## config.mk

```make
export PLATFORM = sky130hd
export DESIGN_NAME = palette_arbiter
export DESIGN_NICKNAME = d
export VERILOG_FILES = /design/src/rtl/palette_arbiter.sv
export SDC_FILE = /design/constraint.sdc
export NUM_CORES = 1
export LEC_CHECK = 0
export ABC_CLOCK_PERIOD_IN_PS = 2000
export BUFFER_PORTS_ARGS = -buffer_cell sky130_fd_sc_hd__buf_2
export CAP_MARGIN = 20
export CELL_PAD_IN_SITES_DETAIL_PLACEMENT = 0
export CELL_PAD_IN_SITES_GLOBAL_PLACEMENT = 1
export CORE_MARGIN = 2
export CORE_UTILIZATION = 34
export DETAILED_ROUTE_END_ITERATION = 6
export PLACE_DENSITY_LB_ADDON = 0.1
export RECOVER_POWER = 25
export SLEW_MARGIN = 25
export SYNTH_ARGS = -nofsm -noshare
export SYNTH_HDL_FRONTEND = slang
export SYNTH_SLANG_ARGS = --single-unit
```

## constraint.sdc

```tcl
create_clock -name Clk -period 2 [get_ports Clk]
set_input_delay 0.2 -clock Clk [delete_from_list [all_inputs] [get_ports Clk]]
set_output_delay 0.2 -clock Clk [all_outputs]
set_load 0.1 [all_outputs]
```

## src/rtl/palette_arbiter.sv

```systemverilog
// Round-robin arbiter in front of a shared combinational palette ROM.
// A granted request takes two cycles. In the first, the index is registered as rom_addr. In the
// second, the ROM colour is registered into rsp_color, tagged with the owner of the request.
module palette_arbiter #(
  parameter int unsigned      NUM_REQ    = 3,
  parameter int unsigned      IDX_W      = 4,
  parameter int unsigned      COLOR_W    = 12,
  parameter logic [IDX_W-1:0] TRANSP_IDX = '0
) (
  input  logic                     Clk,
  input  logic                     Reset_n,
  input  logic [NUM_REQ-1:0]       req_valid,
  input  logic [NUM_REQ*IDX_W-1:0] req_idx,
  output logic [NUM_REQ-1:0]       req_ready,
  output logic [IDX_W-1:0]         rom_addr,
  input  logic [COLOR_W-1:0]       rom_color,
  output logic [NUM_REQ-1:0]       rsp_valid,
  output logic [COLOR_W-1:0]       rsp_color,
  output logic                     rsp_transp
);

  localparam int unsigned PtrW = (NUM_REQ > 1) ? $clog2(NUM_REQ) : 1;

  logic [PtrW-1:0]    rr_ptr_q, rr_ptr_d;
  logic [PtrW-1:0]    cand;
  logic [PtrW-1:0]    gnt_idx;
  logic               gnt_any;
  logic [NUM_REQ-1:0] gnt_onehot;
  logic [IDX_W-1:0]   gnt_word;

  logic [IDX_W-1:0]   rom_addr_q;
  logic               s1_valid_q;
  logic [NUM_REQ-1:0] s1_owner_q;
  logic [NUM_REQ-1:0] rsp_valid_q;
  logic [COLOR_W-1:0] rsp_color_q;
  logic               rsp_transp_q;

  // Grant the first valid requester at or after rr_ptr, wrapping; nothing is granted while in reset.
  always_comb begin
    gnt_onehot = '0;
    gnt_idx    = '0;
    gnt_any    = 1'b0;
    cand       = '0;
    for (int unsigned k = 0; k < NUM_REQ; k++) begin
      cand = PtrW'((32'(rr_ptr_q) + k) % NUM_REQ);
      if (!gnt_any && req_valid[cand]) begin
        gnt_any          = 1'b1;
        gnt_idx          = cand;
        gnt_onehot[cand] = 1'b1;
      end
    end
    if (!Reset_n) begin
      gnt_onehot = '0;
      gnt_any    = 1'b0;
    end
  end

  assign gnt_word = req_idx[gnt_idx*IDX_W +: IDX_W];

  // The pointer moves to the requester after the one just granted, and holds when idle.
  always_comb begin
    rr_ptr_d = rr_ptr_q;
    if (gnt_any) begin
      rr_ptr_d = (32'(gnt_idx) == NUM_REQ - 1) ? '0 : gnt_idx + 1'b1;
    end
  end

  // Two-stage lookup pipeline. Reset drops any lookup that is in flight.
  always_ff @(posedge Clk or negedge Reset_n) begin
    if (!Reset_n) begin
      rr_ptr_q     <= '0;
      rom_addr_q   <= '0;
      s1_valid_q   <= 1'b0;
      s1_owner_q   <= '0;
      rsp_valid_q  <= '0;
      rsp_color_q  <= '0;
      rsp_transp_q <= 1'b0;
    end else begin
      rr_ptr_q   <= rr_ptr_d;
      s1_valid_q <= gnt_any;
      if (gnt_any) begin
        rom_addr_q <= gnt_word;
        s1_owner_q <= gnt_onehot;
      end
      rsp_valid_q  <= s1_valid_q ? s1_owner_q : '0;
      rsp_transp_q <= s1_valid_q && (rom_addr_q == TRANSP_IDX);
      // The colour is held between responses.
      if (s1_valid_q) begin
        rsp_color_q <= rom_color;
      end
    end
  end

  assign req_ready  = gnt_onehot;
  assign rom_addr   = rom_addr_q;
  assign rsp_valid  = rsp_valid_q;
  assign rsp_color  = rsp_color_q;
  assign rsp_transp = rsp_transp_q;

endmodule

```

== Word-level counts from Yosys, hierarchy flattened ==
Cells that the tools add are included.

* Order comparisons: 6
* Reduce and logical (&&, ||, !) cells: 9
* Div/mod/pow operators: 3
* Bitwise gates (word level): 2
* Eq/ne operators: 1
* Add/sub/neg operators: 3
* Shifts and indexed selects: 1
* Multiplexer cells: 25
* Multipliers: 0

{| class="wikitable"
|+ Operator list
! kind !! number
|-
| modulo 32 x 2 -> 32 bit, second input constant || 2
|-
| modulo 2 x 2 -> 32 bit, second input constant || 1
|-
| two-way mux 3 bit || 5
|-
| variable part select 12 x 5 -> 4 bit || 1
|-
| two-way mux 1 bit || 10
|-
| < comparator 2 x 3 -> 1 bit, second input constant || 3
|-
| two-way mux 2 bit || 4
|-
| binary-select mux 1 bit (select 2 bit) || 3
|-
| demux 1 bit (select 2 bit) || 3
|-
| >= comparator 2 x 1 -> 1 bit, second input constant || 3
|-
| logical AND 1 bit || 6
|-
| OR 3 bit || 2
|-
| logical NOT 4 bit || 1
|-
| adder 2 x 1 -> 3 bit, second input constant || 1
|-
| adder 2 x 2 -> 3 bit, second input constant || 1
|-
| adder 2 x 1 -> 2 bit, second input constant || 1
|-
| equality test 2 bit, second input constant || 1
|-
| logical NOT 1 bit || 2
|}

* Word-level logic and storage cells: 57
* Flip-flop bits (word level): 26
* Latch bits: 0
* Bits in writable memories: 0
* Memories kept: 0
* ROM bits: 0

== Depth between registers and ports, before layout ==
Gate-level depths: netlist (run 1).

* Word-level depth: 12
* Mapped depth: 9
* Gate-level depth less buffers: 7

== Least setup slack after synthesis (run 1) ==
OpenSTA, ideal clock, no wires.

* Path type: register to output
* From: register rr_ptr_q[0]
* To: output req_ready[1]
* Buffers on the path: 1
* Arrival: 2.763 ns
* Data required time: 1.800 ns
* Path slack: -0.963 ns
* Cell stages (with the launch flop): 9
* Cells stage by stage: dfrtp_1 > inv_1 > ha_1 > buf_2 > nor4bb_1 > a31oi_1 > o32ai_1 > a21boi_0 > nor2_1

* Cells in the longest elaborated chain, start to end: 11
* Elaborated cells on any way between the ends: 38
* Those cells by class: 2 x add/sub; 3 x div; 6 x order compare; 18 x mux; 2 x bitwise; 7 x reduce/logical

{| class="wikitable"
|+ RTL lines
! item !! line !! text
|-
| start: declaration || 24 || <nowiki>logic [PtrW-1:0] rr_ptr_q, rr_ptr_d;</nowiki>
|-
| start signal: assignment || 79 || <nowiki>rr_ptr_q <= rr_ptr_d;</nowiki>
|-
| adder 2 x 1 -> 3 bit or modulo 2 x 2 -> 32 bit (tied branches) || 45 || <nowiki>cand = PtrW'((32'(rr_ptr_q) + k) % NUM_REQ);</nowiki>
|-
| modulo 32 x 2 -> 32 bit (tied with other cells) || 45 ||
|-
| < comparator 2 x 3 -> 1 bit (implied by the code) (tied with other cells) || 49 || <nowiki>gnt_onehot[cand] = 1'b1;</nowiki>
|-
| logical AND 1 bit (implied by the code) (tied with other cells) || 49 ||
|-
| two-way mux 1 bit (implied by the code) (tied with other cells) || 49 ||
|-
| demux 1 bit (select 2 bit) (tied with other cells) || 49 ||
|-
| OR 3 bit (no line) or two-way mux 1 bit (tied branches) || n/a ||
|-
| two-way mux 3 bit or logical NOT 1 bit (tied branches) || 46 || <nowiki>if (!gnt_any && req_valid[cand]) begin</nowiki>
|-
| OR 3 bit (no line) or logical AND 1 bit (tied branches) || n/a ||
|-
| two-way mux 3 bit (*) || 46 ||
|-
| two-way mux 3 bit (*) || 52 || <nowiki>if (!Reset_n) begin</nowiki>
|-
| end: declaration || 14 || <nowiki>output logic [NUM_REQ-1:0] req_ready,</nowiki>
|}

Every way passes the cells marked *; elsewhere a longest branch is shown, timed or not. The select of a mux whose other input is x is not followed.

== Final worst setup path (run 1) ==
* From: register rr_ptr_q[0]
* To: output req_ready[0]

Same word-level chain as after synthesis.

==> results.sh, run 1 <==
export IMPL_status="complete, but fails checks"
export IMPL_failed_checks="negative setup slack"
export IMPL_final_min_clock_period_ns=2.34
export IMPL_detail_route_wirelength_um=3920
export IMPL_post_place_cells=258
export IMPL_clock_sinks=26
export IMPL_synth_async_reset_ratio_pct=100
export IMPL_finish_cell_count_without_fillers=276
export IMPL_floorplan_die_height_um=70.7
export IMPL_tritoncts_num_buffers=3
export IMPL_grt_use_total_pct=16.0
export IMPL_detail_route_antenna_nets=0
export IMPL_antenna_cells=0
export IMPL_post_placement_worst_setup_slack_ns=-0.209
export IMPL_overflow=0
export IMPL_adder_and_majority_cell_fraction_of_the_synthesized_area_pct=3.31
export IMPL_crit_path_max_fanout=5
export IMPL_antenna_found_initial=0
export IMPL_synth_simple_gate_area_share_pct=14.1
export IMPL_die_w_um=70.7
export IMPL_syn_nets=171
export IMPL_timing_final_crit_share_pct=117
export IMPL_post_synthesis_cell_type_count=44
export IMPL_post_synth_inst_count=138
export IMPL_slew_limit_headroom_pct=27.4
export IMPL_leading_cell_types_by_count_after_synthesis="dfrtp_1, mux2_2, nand2_1, inv_1, a211oi_1"
export IMPL_synthXorXnorAreaFrac_pct=0
export IMPL_finish_net_count=258
export IMPL_setup_worst_path_start_class="register"
export IMPL_maximum_number_of_pins_on_one_net_before_global_route_repair=22
export IMPL_synth_enable_flop_cells=0
export IMPL_drt_drc_violations_left=0
export IMPL_finalSetupViolations=9
export IMPL_timing_final_max_slew_violations=0
export IMPL_ys_flop_type="dfrtp_1"
export IMPL_final_hold_violation_count=0
export IMPL_clock_fmax_ghz=0.428
export IMPL_worstPathRequired_ns=1.80
export IMPL_mean_area_per_synthesized_cell_sq_um=11.0
export IMPL_dominant_combinational_cell_family_by_area_after_synthesis="compound AO/OA/AOI/OAI gates"
export IMPL_dpl_hpwl_um=2790
export IMPL_r2r_start="rr_ptr_q[0]$_DFFE_PN0P_"
export IMPL_yosysTopAreaCellShare_pct=43.0
export IMPL_grt_first_pass_wirelength_um=6420
export IMPL_yosys_cell_count_top_type="dfrtp_1"
export IMPL_setup_slack_ns=-0.337
export IMPL_io_pins=52
export IMPL_htreeDepth=1
export IMPL_post_route_cells_drive_above_1_share_pct=66.1
export IMPL_maximum_clock_path_buffer_count=2
export IMPL_synthMuxAreaShare_pct=14.0
export IMPL_fp_dieArea_sq_mm=0.00500
export IMPL_crit_path_end_kind="primary output"
export IMPL_critical_path_class="reg -> out"
export IMPL_initial_core_util_pct=35.0
export IMPL_tightest_slew_ns=1.09
export IMPL_synth_compound_area_share_pct=20.1
export IMPL_rsz0062_at_grt="yes"
export IMPL_final_setup_skew_ns=0.00137
export IMPL_drtPass1Iterations=4
export IMPL_detailedRoute_firstIterationViolations=64
export IMPL_hp_class="in -> reg"
export IMPL_sequential_fraction_of_the_synthesis_area_pct=43.0
export IMPL_routability_driven_placement_congestion_ratio=0.853
export IMPL_critPathLaunch="rr_ptr_q[0]$_DFFE_PN0P_"
export IMPL_design_core_area_sq_mm=0.00432
export IMPL_cts_root_buffer_cell="clkbuf_8"
export IMPL_clock_latency_ns=0.27
export IMPL_routed_via_count=1348
export IMPL_netlist_area_before_placement_sq_mm=0.00151
export IMPL_synth_register_bits=26
export IMPL_drt_vias_per_instance=4.88
export IMPL_cts_tree="built"
export IMPL_synth_top_cell_by_area="dfrtp_1"
export IMPL_clkTransAtPathRegs_ns=0.09
export IMPL_placement_io_buffers=51
export IMPL_fp_row_count=24
export IMPL_setup_reg_to_reg_worst_slack_ns=-0.21
export IMPL_ys_warnings_count=0
export IMPL_routedWlPerCell_um=14.2
export IMPL_synth_top_cells_by_area="dfrtp_1, mux2_2, a211oi_1, ha_1, nand2_1"
export IMPL_maxCapViolations=0
export IMPL_critPathArrivalTime_ns=2.14
export IMPL_hold_path_startpoint="rom_color[10]"
export IMPL_grt_pass1_vias=1347
export IMPL_area_growth_syn_to_layout_pct=62.9
## cells in the final DEF, fill, tap and decap left out, drive strengths merged, types with 4 or more instances in the layout
cell type / netlist / final
a211oi: 8 / 8
nand2b: 5 / 5
inv: 11 / 11
mux2: 14 / 15
ha: 4 / 4
nor2b: 4 / 4
clkbuf: 2 / 5
buf: 4 / 85
o21ai: 8 / 8
nand2: 12 / 12
nor2: 6 / 6
o31ai: 5 / 5
dfrtp: 26 / 26
## sequential cells by signal, summed over array words and instances, names as in the netlist
name,cells
rom_addr,4
rr_ptr_q,2
rsp_color,12
rsp_transp,1
rsp_valid,3
s1_owner_q,3
s1_valid_q,1
## worst max-delay path, cell delays in order (launching register included)
cell	delay, ns
dfrtp_1	0.41
buf_6	0.13
ha_4	0.19
mux2i_4	0.20
a31oi_4	0.17
o32ai_4	0.11
a221oi_2	0.28
buf_4	0.17
nor2_4	0.04
buf_12	0.16
## cells by family after synthesis
| kind of cell | after synthesis |
|---|---|
| buffers and inverters | 17 |
| adders and majority gates | 4 |
| muxes | 17 |
| and+or+nand+nor | 37 |
| AOI/OAI and AO/OA | 37 |
| DFF | 26 |
## per-layer routing
metal	up-vias	GRT usage [%]	routed length (um)
met2	48	26.4	1930
met5	-	0	0
li1	664	-	-
met3	4	2.28	212
met1	632	21.9	1740
met4	0	4.82	42
## final cells by class
cell class,instances,area (sq um)
Fill cell,371,1860
Multi-Input combinational cell,96,1050
Sequential cell,26,651
Timing Repair Buffer,87,599
Tap cell,52,65.1
Clock buffer,4,55.1
Inverter,11,43.8
## per-stage QoR
step / area (sq um) / TNS [ns] / hold WS [ns] / util [%]
final: 2460 / -1.80 / 0.160 / 57.0
after global routing: 2460 / -2.99 / 0.157 / 57.0
after global placement: 2060 / -1.63 / 0.0671 / 47.5
after detailed placement: 2060 / -1.54 / 0.0712 / 47.5
after floorplan: 1560 / -0.249 / -0.0956 / -
after CTS: 2370 / -1.51 / 0.156 / 54.8
## path summary, 6_finish.rpt
| kind | end | cells after the start |
|---|---|---|
| max | req_ready[0] | 9 |
| min | rsp_color[10]$_DFFE_PN0P_ | 2 |
| max reg2reg | rr_ptr_q[1]$_DFFE_PN0P_ | 9 |
| min reg2reg | rsp_transp$_DFF_PN0_ | 1 |
| max in group asynchronous | rsp_color[5]$_DFFE_PN0P_ | 3 |
| min in group asynchronous | rsp_color[9]$_DFFE_PN0P_ | 2 |
## what timing repair did
action | 4_1_cts | 5_1_grt
hold buffers | 1 | 0
cloned | 1 | 0
gates resized for setup | 31 | 15
pin swaps | 6 | 13
endpoints found under the hold margin | 5 | 0
setup buffers | 7 | 6
endpoints found under the setup margin | 13 | 13
Power of run 1 is not shown: default switching activity piles up to over one toggle a cycle in this logic, so the estimate is an artifact.
==> inputs of run 2 (changes only) <==
- ABC_CLOCK_PERIOD_IN_PS: 2000 -> not set
- CORE_MARGIN: 2 -> 5
- REMOVE_ABC_BUFFERS: not set -> 1
==> results.sh, run 2 (same netlist as run 1, synthesis figures left out) <==
export IMPL_status="complete, but fails checks"
export IMPL_failed_checks="negative setup slack"
export IMPL_critical_path_most_common_cell="buf_6"
export IMPL_grt_use_total_pct=13.8
export IMPL_antenna_cells=0
export IMPL_area_growth_syn_to_layout_pct=68.6
export IMPL_maxCapViolations=0
export IMPL_path_buf_inv=3
export IMPL_clock_sinks=26
export IMPL_setup_worst_path_start_class="register"
export IMPL_routedWlPerCell_um=15.2
export IMPL_placement_io_buffers=51
export IMPL_critPathArrivalTime_ns=2.09
export IMPL_hold_path_startpoint="rom_color[7]"
export IMPL_finish_net_count=263
export IMPL_layout_cells_most_common="buf_2"
export IMPL_dpl_hpwl_um=3020
export IMPL_floorplan_die_height_um=76.7
export IMPL_routability_driven_placement_congestion_ratio=0.738
export IMPL_clock_latency_ns=0.27
export IMPL_slew_limit_headroom_pct=42.2
export IMPL_fp_dieArea_sq_mm=0.00588
export IMPL_antenna_found_initial=0
export IMPL_timing_final_crit_share_pct=114
export IMPL_timing_final_max_slew_violations=0
export IMPL_crit_path_end_kind="primary output"
export IMPL_cpMaxStageDelayCell="dfrtp_1"
export IMPL_cts_tree="built"
export IMPL_finalSetupViolations=9
export IMPL_die_w_um=76.7
export IMPL_overflow=0
export IMPL_initial_core_util_pct=35.0
export IMPL_cts_root_buffer_cell="clkbuf_8"
export IMPL_fillers=359
export IMPL_utilization_pct=59.0
export IMPL_drt_vias_per_instance=4.90
export IMPL_htreeDepth=1
export IMPL_detail_route_antenna_nets=0
export IMPL_final_min_clock_period_ns=2.29
export IMPL_maximum_number_of_pins_on_one_net_before_global_route_repair=18
export IMPL_final_cell_mix="buf_2, buf_4, dfrtp_1"
export IMPL_drtPass1Iterations=4
export IMPL_clkTransAtPathRegs_ns=0.09
export IMPL_grt_first_pass_wirelength_um=6780
export IMPL_slowest_delay_ns=0.41
export IMPL_detailedRoute_firstIterationViolations=47
export IMPL_fp_row_count=24
export IMPL_placed_area_sq_mm=0.00204
export IMPL_drt_drc_violations_left=0
export IMPL_final_hold_violation_count=0
export IMPL_routed_via_count=1378
export IMPL_final_setup_skew_ns=0.00803
export IMPL_detail_route_wirelength_um=4260
export IMPL_worstPathRequired_ns=1.80
export IMPL_cp_cell_sequence="buf_6 > ha_4 > buf_6 > a31oi_4 > o32ai_4 > a221oi_2 > nor2_2 > buf_12"
export IMPL_tightest_slew_ns=0.867
export IMPL_design_core_area_sq_mm=0.00432
export IMPL_io_pins=52
export IMPL_clock_fmax_ghz=0.437
export IMPL_r2r_start="rr_ptr_q[0]$_DFFE_PN0P_"
export IMPL_post_route_cells_drive_above_1_share_pct=68.1
export IMPL_setup_total_negative_slack_ns=-2.15
export IMPL_crit_path_max_fanout=5
export IMPL_grt_pass1_vias=1429
export IMPL_rsz0062_at_grt="yes"
export IMPL_hp_class="in -> reg"
export IMPL_critPathLaunch="rr_ptr_q[1]$_DFFE_PN0P_"
export IMPL_path_delay_family="compound AO/OA/AOI/OAI gates"
export IMPL_tritoncts_num_buffers=3
export IMPL_final_std_cell_area_no_fill_sq_mm=0.00255
export IMPL_maximum_clock_path_buffer_count=2
export IMPL_setup_slack_ns=-0.289
export IMPL_critical_path_class="reg -> out"
export IMPL_number_of_flip_flops_in_the_largest_register=12
==> run 2: changes by cell type in the layout (fill, tap and decap cells not counted), moves of 2 or more <==
| cell | change |
|---|---|
| a22oi_1 | -2 |
| a22oi_2 | +2 |
| buf_6 | +4 |
| nand2_1 | +4 |
| nand2_2 | -4 |
| nor2_2 | +3 |
| nor2_4 | -3 |
| nor2b_2 | -2 |
| nor2b_4 | +2 |
==> run 2: metal layers <==
metal	global-route usage, %	part of all wire, %	vias to the layer above
met5	0	0	-
met1	16.3	41	665
met3	2.34	4.1	2
met4	5.42	0.68	0
li1	-	-	681
met2	24.7	54	30
==> run 2: worst register-to-register path, stage by stage (launching register included) <==
cell and delay [ns]:
dfrtp_1 0.44, ha_4 0.21, buf_6 0.12, buf_6 0.11
buf_6 0.10, mux2_4 0.32, a221oi_4 0.28, buf_4 0.16
mux2_4 0.17, nor2b_1 0.13, o31ai_1 0.07
==> run 2: final timing paths <==
path	end	slack (ns)	cells past startpoint
worst max-delay path	req_ready[0]	-0.29	8
worst min-delay path	rsp_color[7]$_DFFE_PN0P_	0.16	2
worst max register to register	rom_addr[2]$_DFFE_PN0P_	-0.25	10
worst min register to register	rsp_transp$_DFF_PN0_	0.45	1
max in group asynchronous	rsp_color[8]$_DFFE_PN0P_	0.55	3
min in group asynchronous	rr_ptr_q[0]$_DFFE_PN0P_	0.35	2
==> run 2: final cells by class <==
| type | count | area, sq um | area share (%) |
|---|---|---|---|
| sequential | 26 | 651 | 25.5 |
| tap | 52 | 65.1 | 2.55 |
| inverter | 11 | 41.3 | 1.62 |
| clock buffer | 3 | 41.3 | 1.62 |
| multi-input combinational | 96 | 1060 | 41.8 |
| timing repair buffer | 92 | 657 | 25.8 |
| clock inverter | 1 | 30.0 | 1.18 |
==> run 2: repair_timing <==
action | CTS | global route
setup endpoints to repair | 12 | 11
gates resized for setup | 31 | 29
hold buffers | 1 | 0
hold endpoints to repair | 9 | 0
buffers inserted | 9 | 7
pin swaps | 11 | 11
cloned | 0 | 1
==> run 2: per-stage QoR <==
stage | setup WS [ns] | hold slack [ns] | cells
after floorplan | -1.09 | -0.0956 | 132
after global placement | -0.236 | 0.117 | 261
after detailed placement | -0.281 | 0.124 | 261
after CTS | -0.241 | 0.151 | 274
after global routing | -0.366 | 0.147 | 281
final | -0.289 | 0.158 | 281
Power of run 2 is left out for the same reason.
==> inputs of run 3 (changes only) <==
- CELL_PAD_IN_SITES_GLOBAL_PLACEMENT: 1 -> 2
- CORE_UTILIZATION: 34 -> 27
==> results.sh, run 3 (same netlist as run 1, synthesis figures left out) <==
export IMPL_dpl_hpwl_um=3090
export IMPL_detail_route_wirelength_um=3980
export IMPL_slowest_delay_ns=0.45
export IMPL_worstPathRequired_ns=1.80
export IMPL_antenna_found_initial=0
export IMPL_number_of_flip_flops_in_the_largest_register=12
export IMPL_drt_drc_violations_left=0
export IMPL_clock_sinks=26
export IMPL_hold_depth=2
export IMPL_fp_dieArea_sq_mm=0.00720
export IMPL_ff2ff_path_depth=8
export IMPL_overflow=0
export IMPL_failed_checks="negative setup slack"
export IMPL_drt_vias_per_instance=4.53
export IMPL_cp_cell_sequence="ha_4 > buf_6 > nor4bb_1 > a31oi_1 > o32ai_2 > a221oi_2 > nor2_2 > buf_12"
export IMPL_post_placement_worst_setup_slack_ns=-0.204
export IMPL_status="complete, but fails checks"
export IMPL_design_core_area_sq_mm=0.00547
export IMPL_final_cell_mix="buf_2, buf_4, dfrtp_1"
export IMPL_finish_cell_count_without_fillers=292
export IMPL_clock_fmax_ghz=0.445
export IMPL_area_growth_syn_to_layout_pct=56.3
export IMPL_utilization_pct=43.2
export IMPL_grt_first_pass_wirelength_um=6570
export IMPL_setup_slack_ns=-0.248
export IMPL_grt_pass1_vias=1419
export IMPL_timing_final_max_slew_violations=0
export IMPL_finish_net_count=254
export IMPL_critPathArrivalTime_ns=2.05
export IMPL_layout_cells_most_common="buf_2"
export IMPL_setup_worst_path_start_class="register"
export IMPL_maximum_number_of_pins_on_one_net_before_global_route_repair=22
export IMPL_final_min_clock_period_ns=2.25
export IMPL_grt_use_total_pct=11.1
export IMPL_cts_tree="built"
export IMPL_crit_path_max_fanout=5
export IMPL_placement_io_buffers=51
export IMPL_drtPass1Iterations=2
export IMPL_io_pins=52
export IMPL_initial_core_util_pct=27.6
export IMPL_die_w_um=84.9
export IMPL_floorplan_die_height_um=84.9
export IMPL_antenna_cells=0
export IMPL_post_place_cells=280
export IMPL_maxCapViolations=0
export IMPL_clkTransAtPathRegs_ns=0.09
export IMPL_tightest_slew_ns=1.06
export IMPL_routability_driven_placement_congestion_ratio=0.745
export IMPL_clock_latency_ns=0.26
export IMPL_cts_root_buffer_cell="clkbuf_8"
export IMPL_timing_final_crit_share_pct=112
export IMPL_hp_class="in -> reg"
export IMPL_detail_route_antenna_nets=0
export IMPL_slew_limit_headroom_pct=29.2
export IMPL_final_setup_skew_ns=0.00793
export IMPL_routedWlPerCell_um=13.6
export IMPL_detailedRoute_firstIterationViolations=42
export IMPL_maximum_clock_path_buffer_count=2
export IMPL_routed_via_count=1322
export IMPL_final_hold_violation_count=0
export IMPL_htreeDepth=1
export IMPL_rsz0062_at_grt="yes"
export IMPL_fp_row_count=27
export IMPL_crit_path_end_kind="primary output"
export IMPL_cpMaxStageDelayCell="dfrtp_2"
export IMPL_tritoncts_num_buffers=3
export IMPL_finalSetupViolations=10
export IMPL_setup_total_negative_slack_ns=-1.34
export IMPL_post_route_cells_drive_above_1_share_pct=63.6
export IMPL_critical_path_class="reg -> out"
-- run 3: cell types whose count changed in the layout (fill, tap and decap cells not counted), sizes merged --
cell,before,now
buf,90,81
bufinv,1,0
clkbuf,4,5
-- run 3: routing by layer --
metal | global-route usage (%) | part of all wire [%] | up-vias
met5 | 0 | 0 | -
met4 | 5.47 | 2.5 | 0
li1 | - | - | 669
met3 | 1.65 | 4.6 | 6
met1 | 12.8 | 42 | 613
met2 | 20.1 | 51 | 34
-- run 3: worst paths after layout --
kind                                              start                   endpoint  slack (ns)
worst max-delay path            rr_ptr_q[0]$_DFFE_PN0P_               req_ready[0]       -0.25
worst min-delay path                       rom_color[2]   rsp_color[2]$_DFFE_PN0P_        0.16
worst max register to register  rr_ptr_q[0]$_DFFE_PN0P_    rr_ptr_q[1]$_DFFE_PN0P_       -0.16
worst min register to register  rom_addr[2]$_DFFE_PN0P_       rsp_transp$_DFF_PN0_        0.46
max in group asynchronous                       Reset_n   rsp_color[1]$_DFFE_PN0P_        0.41
min in group asynchronous                       Reset_n  s1_owner_q[0]$_DFFE_PN0P_        0.33
-- run 3: cell type report --
cell class                 count  area, sq um
multi-input combinational     96          968
timing repair buffer          83          558
tap                           72         90.1
fill                         569         3110
inverter                      11         41.3
clock buffer                   4         55.1
sequential                    26          652
-- run 3: repair_timing --
action	4_1_cts	5_1_grt
hold buffers	1	0
hold endpoints to repair	5	0
buffers inserted	5	1
gates cloned	1	0
endpoints found under the setup margin	13	13
gates resized for setup	30	11
pin swaps	14	9
-- run 3: worst max-delay path: cells and delay by family (launching register included) --
kind                       cells  cell delay, ns
DFF                            1            0.45
adders and majority gates      1            0.21
and+or+nand+nor                2            0.20
AOI/OAI and AO/OA              3            0.63
buffers and inverters          2            0.29
-- run 3: stage by stage --
| stage | hold slack, ns | area, sq um |
|---|---|---|
| after floorplan | -0.0956 | 1470 |
| after global routing | 0.148 | 2360 |
| final | 0.161 | 2360 |
| after detailed placement | 0.0787 | 2050 |
| after CTS | 0.155 | 2310 |
| after global placement | 0.0814 | 2050 |
Power of run 3 is left out for the same reason.
